File: src/rtl/input_port_buffer_pkg.sv
// rtl/input_port_buffer_pkg.sv - router packet type and link constants
package input_port_buffer_pkg;

    localparam int LINK_W    = 8;
    localparam int PKT_BYTES = 4;
    localparam int PKT_W     = LINK_W * PKT_BYTES;

    // dest occupies the first byte on the link so routing can decode it from the head
    typedef struct packed {
        logic [7:0]  dest;
        logic [23:0] data;
    } pkt_t;

endpackage

File: src/rtl/input_port_buffer_sync_fifo.sv
// rtl/input_port_buffer_sync_fifo.sv - show-ahead synchronous packet FIFO
module sync_fifo #(
    parameter int WIDTH = 32,
    parameter int DEPTH = 4,
    localparam int AW = $clog2(DEPTH)
) (
    input  logic             clock,
    input  logic             reset,
    input  logic             push,
    input  logic [WIDTH-1:0] din,
    input  logic             pop,
    output logic             full,
    output logic             empty,
    output logic [AW:0]      count,
    output logic [WIDTH-1:0] head
);

    logic [WIDTH-1:0] mem [DEPTH];
    logic [AW-1:0]    rd_ptr;
    logic [AW-1:0]    wr_ptr;
    logic             do_push;
    logic             do_pop;

    assign full    = (count == (AW+1)'(DEPTH));
    assign empty   = (count == '0);
    assign do_push = push && !full;
    assign do_pop  = pop && !empty;
    assign head    = mem[rd_ptr];

    always_ff @(posedge clock) begin
        if (reset) begin
            rd_ptr <= '0;
            wr_ptr <= '0;
            count  <= '0;
            for (int i = 0; i < DEPTH; i++) begin
                mem[i] <= '0;
            end
        end else begin
            if (do_push) begin
                mem[wr_ptr] <= din;
                wr_ptr      <= wr_ptr + 1'b1;
            end
            if (do_pop) begin
                rd_ptr <= rd_ptr + 1'b1;
            end
            case ({do_push, do_pop})
                2'b10:   count <= count + 1'b1;
                2'b01:   count <= count - 1'b1;
                default: count <= count;
            endcase
        end
    end

    a_no_push_full: assert property (@(posedge clock) disable iff (reset) !(push && full));
    a_no_pop_empty: assert property (@(posedge clock) disable iff (reset) !(pop && empty));

endmodule

File: src/rtl/input_port_buffer.sv
// rtl/input_port_buffer.sv - router ingress: byte deserialiser feeding a packet FIFO
module input_port_buffer
    import input_port_buffer_pkg::*;
#(
    parameter int DEPTH  = 4,
    parameter int PORTID = 0
) (
    input  logic                     clock,
    input  logic                     reset,
    input  logic                     put_inbound,
    input  logic [LINK_W-1:0]        payload_in,
    output logic                     free_inbound,
    input  logic                     read_from_ib,
    output logic                     pkt_avail,
    output pkt_t                     pkt_out,
    output logic                     pkt_err,
    output logic [$clog2(DEPTH):0]   occupancy
);

    localparam logic [0:0] IDLE = 1'b0;
    localparam logic [0:0] RECV = 1'b1;
    localparam logic [1:0] LAST = 2'(PKT_BYTES - 1);

    logic [0:0]          state;
    logic [1:0]          cnt;
    logic [PKT_W-9:0]    shreg;
    logic                fifo_full;
    logic                fifo_empty;
    logic                push;
    logic                pop;
    logic [PKT_W-1:0]    fifo_head;

    // Slot is reserved on entry to RECV, so the final push can never meet a full FIFO
    assign free_inbound = (state == IDLE) && !fifo_full;
    assign push         = (state == RECV) && put_inbound && (cnt == LAST);
    assign pop          = read_from_ib && !fifo_empty;
    assign pkt_avail    = !fifo_empty;
    assign pkt_out      = pkt_t'(fifo_head);

    always_ff @(posedge clock) begin
        if (reset) begin
            state   <= IDLE;
            cnt     <= '0;
            shreg   <= '0;
            pkt_err <= 1'b0;
        end else begin
            pkt_err <= 1'b0;
            case (state)
                IDLE: begin
                    if (put_inbound) begin
                        if (free_inbound) begin
                            shreg <= {shreg[PKT_W-17:0], payload_in};
                            cnt   <= 2'd1;
                            state <= RECV;
                        end else begin
                            pkt_err <= 1'b1;
                        end
                    end
                end
                RECV: begin
                    if (put_inbound) begin
                        shreg <= {shreg[PKT_W-17:0], payload_in};
                        cnt   <= cnt + 1'b1;
                        if (cnt == LAST) begin
                            state <= IDLE;
                        end
                    end else begin
                        pkt_err <= 1'b1;
                        state   <= IDLE;
                    end
                end
                default: state <= IDLE;
            endcase
        end
    end

    sync_fifo #(
        .WIDTH (PKT_W),
        .DEPTH (DEPTH)
    ) u_fifo (
        .clock (clock),
        .reset (reset),
        .push  (push),
        .din   ({shreg, payload_in}),
        .pop   (pop),
        .full  (fifo_full),
        .empty (fifo_empty),
        .count (occupancy),
        .head  (fifo_head)
    );

    a_recv_not_free: assert property (@(posedge clock) disable iff (reset)
        (state == RECV) |-> !free_inbound)
        else $error("port %0d: free_inbound high during RECV", PORTID);

endmodule

File: config.mk
export PLATFORM = sky130hd
export DESIGN_NAME = input_port_buffer
export DESIGN_NICKNAME = d
export VERILOG_FILES = /design/src/rtl/input_port_buffer_pkg.sv /design/src/rtl/input_port_buffer_sync_fifo.sv /design/src/rtl/input_port_buffer.sv
export SDC_FILE = /design/constraint.sdc
export NUM_CORES = 1
export LEC_CHECK = 0
export ABC_AREA = 1
export BUFFER_PORTS_ARGS = -buffer_cell sky130_fd_sc_hd__buf_4
export CORE_ASPECT_RATIO = 0.7
export CORE_MARGIN = 1.5
export CORE_UTILIZATION = 45
export DETAILED_ROUTE_END_ITERATION = 12
export PLACE_DENSITY_LB_ADDON = 0.1
export SYNTH_ARGS = -nofsm -noshare
export SYNTH_HDL_FRONTEND = slang
export SYNTH_SLANG_ARGS = --single-unit
File: constraint.sdc
create_clock -name clock -period 5 [get_ports clock]
set_clock_uncertainty 0.05 [all_clocks]
set_input_delay 0.5 -clock clock [delete_from_list [all_inputs] [get_ports clock]]
set_output_delay 0.5 -clock clock [all_outputs]
set_load 0.01 [all_outputs]
==> results.sh <==
export IMPL_p_per_area_nw_per_um2=396
export IMPL_synth_compound_area_share_pct=8.12
export IMPL_worst_slew_pin_slew_ps=1100
export IMPL_cp_buffers_inverters=3
export IMPL_worstPathRequired_ps=4450
export IMPL_cts_htree_levels=4
export IMPL_post_cts_setup_buffers=0
export IMPL_insertedDiodeCount=0
export IMPL_wirelength_um=16200
export IMPL_reg2reg_from="state"
export IMPL_grt_pass1_wl_um=26200
export IMPL_start_kind="register"
export IMPL_cpLargestDelayFamily="buffers and inverters"
export IMPL_cts_buffer_depth=2
export IMPL_drt_iter0_drc=548
export IMPL_synth_top_family_by_area="simple AND/OR/NAND/NOR gates"
export IMPL_cts_tree="built"
export IMPL_crit_fanout=38
export IMPL_syn_inst=715
export IMPL_rows=38
export IMPL_yosys_register_bits=165
export IMPL_place_gp_congestion=0.730
export IMPL_dp_hpwl_um=10000
export IMPL_layout_setup_ws_ps=1980
export IMPL_total_power_w=0.00330
export IMPL_ios=50
export IMPL_outcome="complete, no violations"
export IMPL_dpl_instance_area_sq_um=7720
export IMPL_viasPerCell=5.26
export IMPL_holdWs_ps=289
export IMPL_synth_area_leaders="edfxtp_1, dfxtp_1, nor2_1"
export IMPL_grt_pass1_vias=4940
export IMPL_finalHoldViolations=0
export IMPL_maxCapViolCount=0
export IMPL_numCtsBuffers=17
export IMPL_mostFrequentLayoutCells="nor2_1, edfxtp_1, inv_1"
export IMPL_cts_root_buffer="clkbuf_16"
export IMPL_leakage_nw=3.68
export IMPL_cts_resized_gates=0
export IMPL_netlist_area_leader_share_pct=53.1
export IMPL_vdd_drop_max_uv=227
export IMPL_ys_warn_count=0
export IMPL_path_class="register to output pin"
export IMPL_path_cells="clkinv_1 > buf_4 > o21ai_0 > o22ai_1 > buf_4"
export IMPL_dieArea_sq_um=16900
export IMPL_setup_violations=0
export IMPL_clk_pin_slew_ps=60
export IMPL_min_path_type="input pin to register"
export IMPL_hp_start="reset"
export IMPL_fp_dieW_um=155
export IMPL_synth_adder_area_share_pct=0.622
export IMPL_slowest_delay_ps=700
export IMPL_final_common_cell="nor2_1"
export IMPL_fp_dieH_um=109
export IMPL_drc=0
export IMPL_syn_num_nets=730
export IMPL_cp_num_cells=5
export IMPL_place_ws_ps=1850
export IMPL_initial_core_util_pct=46.4
export IMPL_areaGrowthSynthToFinish_pct=15.3
export IMPL_rsz0062_at_grt="no"
export IMPL_io_buffers=49
export IMPL_ys_flop_type="edfxtp_1"
export IMPL_slowest_stage="clkinv_1"
export IMPL_path_common_cell="buf_4"
export IMPL_synth_simple_gate_area_share_pct=20.3
export IMPL_track_usage_pct=20.6
export IMPL_r2r_cells=7
export IMPL_netlist_area_sq_um=7240
export IMPL_drive_gt1_share_pct=15.6
export IMPL_end_kind="output pin"
export IMPL_setup_tns_ps=0
export IMPL_crit_arrival_ps=2470
export IMPL_synthMuxAreaShare_pct=0
export IMPL_slew_viol_final=0
export IMPL_firstDrtPassIters=5
export IMPL_slew_headroom_pct=26.7
export IMPL_finish_net_count=765
export IMPL_finalCritPeriodShare_pct=60.5
export IMPL_wl_per_cell_um=16.8
export IMPL_antenna_found_initial=0
export IMPL_synth_async_reset_ratio_pct=0
export IMPL_gr_total_overflow=0
export IMPL_min_period_ps=3020
export IMPL_cts_hold_buf=0
export IMPL_postLayoutCellArea_sq_um=8350
export IMPL_min_delay_path_depth=2
export IMPL_ant_nets=0
export IMPL_num_vias=5064
export IMPL_design_core_area_sq_um=15600
export IMPL_synth_edf_count=128
export IMPL_fmax_mhz=331
export IMPL_syn_avg_cell_area_sq_um=10.1
export IMPL_cts_sinks=165
export IMPL_grt_max_degree=65
export IMPL_ys_seq_area_share_pct=63.3
export IMPL_synth_largest_area_cell="edfxtp_1"
export IMPL_insertion_delay_ps=410
export IMPL_synth_xor_area_share_pct=0
export IMPL_ys_types=25
[cells by family after synthesis]
| kind of cell | after synthesis |
|---|---|
| and+or+nand+nor | 309 |
| DFF | 165 |
| buffers and inverters | 129 |
| AOI/OAI and AO/OA | 109 |
| adders and majority gates | 3 |
[worst paths after layout]
path / endpoint / slack (ps)
worst min-delay path: pkt_err / 290
worst max register to register: u_fifo.mem[0][24] / 2030
worst min register to register: cnt[1] / 440
worst max-delay path: pkt_out[26] / 1980
[state kept, by name, indices dropped and copies added (netlist names), named ones only]
register and cells:
state 1, u_fifo.wr_ptr 2, shreg 24, u_fifo.rd_ptr 2
u_fifo.count 3, cnt 2, pkt_err 1, u_fifo.mem 128
[routing by layer]
metal  vias up  global-route usage (%)  share of wire, %
met5         -                       0                 0
met1      2447                    28.9                48
met3         6                    4.45               5.9
li1       2469                       -                 -
met2       142                    32.7                45
met4         0                    5.29              0.78
[final cells by class]
type                            instances  area (sq um)
Inverter                               85           319
Sequential cell                       165          4590
Tap cell                              200           250
Clock buffer                           21           440
Clock inverter                         11           181
Timing Repair Buffer                   60           450
Fill cell                            1355          7250
Multi-Input combinational cell        421          2120
[cell usage after synthesis, types with 4 or more instances]
master	count
a21oi_1	4
buf_1	6
buf_2	7
buf_6	4
clkbuf_1	25
dfxtp_1	37
edfxtp_1	128
inv_1	83
nand2_1	52
nand2_2	4
nand2_4	22
nand3_1	30
nand4_1	26
nor2_1	172
o21ai_0	72
o22ai_1	32
[power breakdown]
part / switching (W) / internal [W]
Combinational: 0.000228 / 0.000135
Sequential: 0.0000343 / 0.00153
Clock: 0.000501 / 0.000881
[stage by stage]
stage	utilization, %	std cells
5_1_grt	53.5	963
6_report	53.5	963
3_5_place_dp	49.5	931
2_1_floorplan	-	715
3_3_place_gp	49.5	931
4_1_cts	53.5	963
Power figures use the tool's default switching activity.
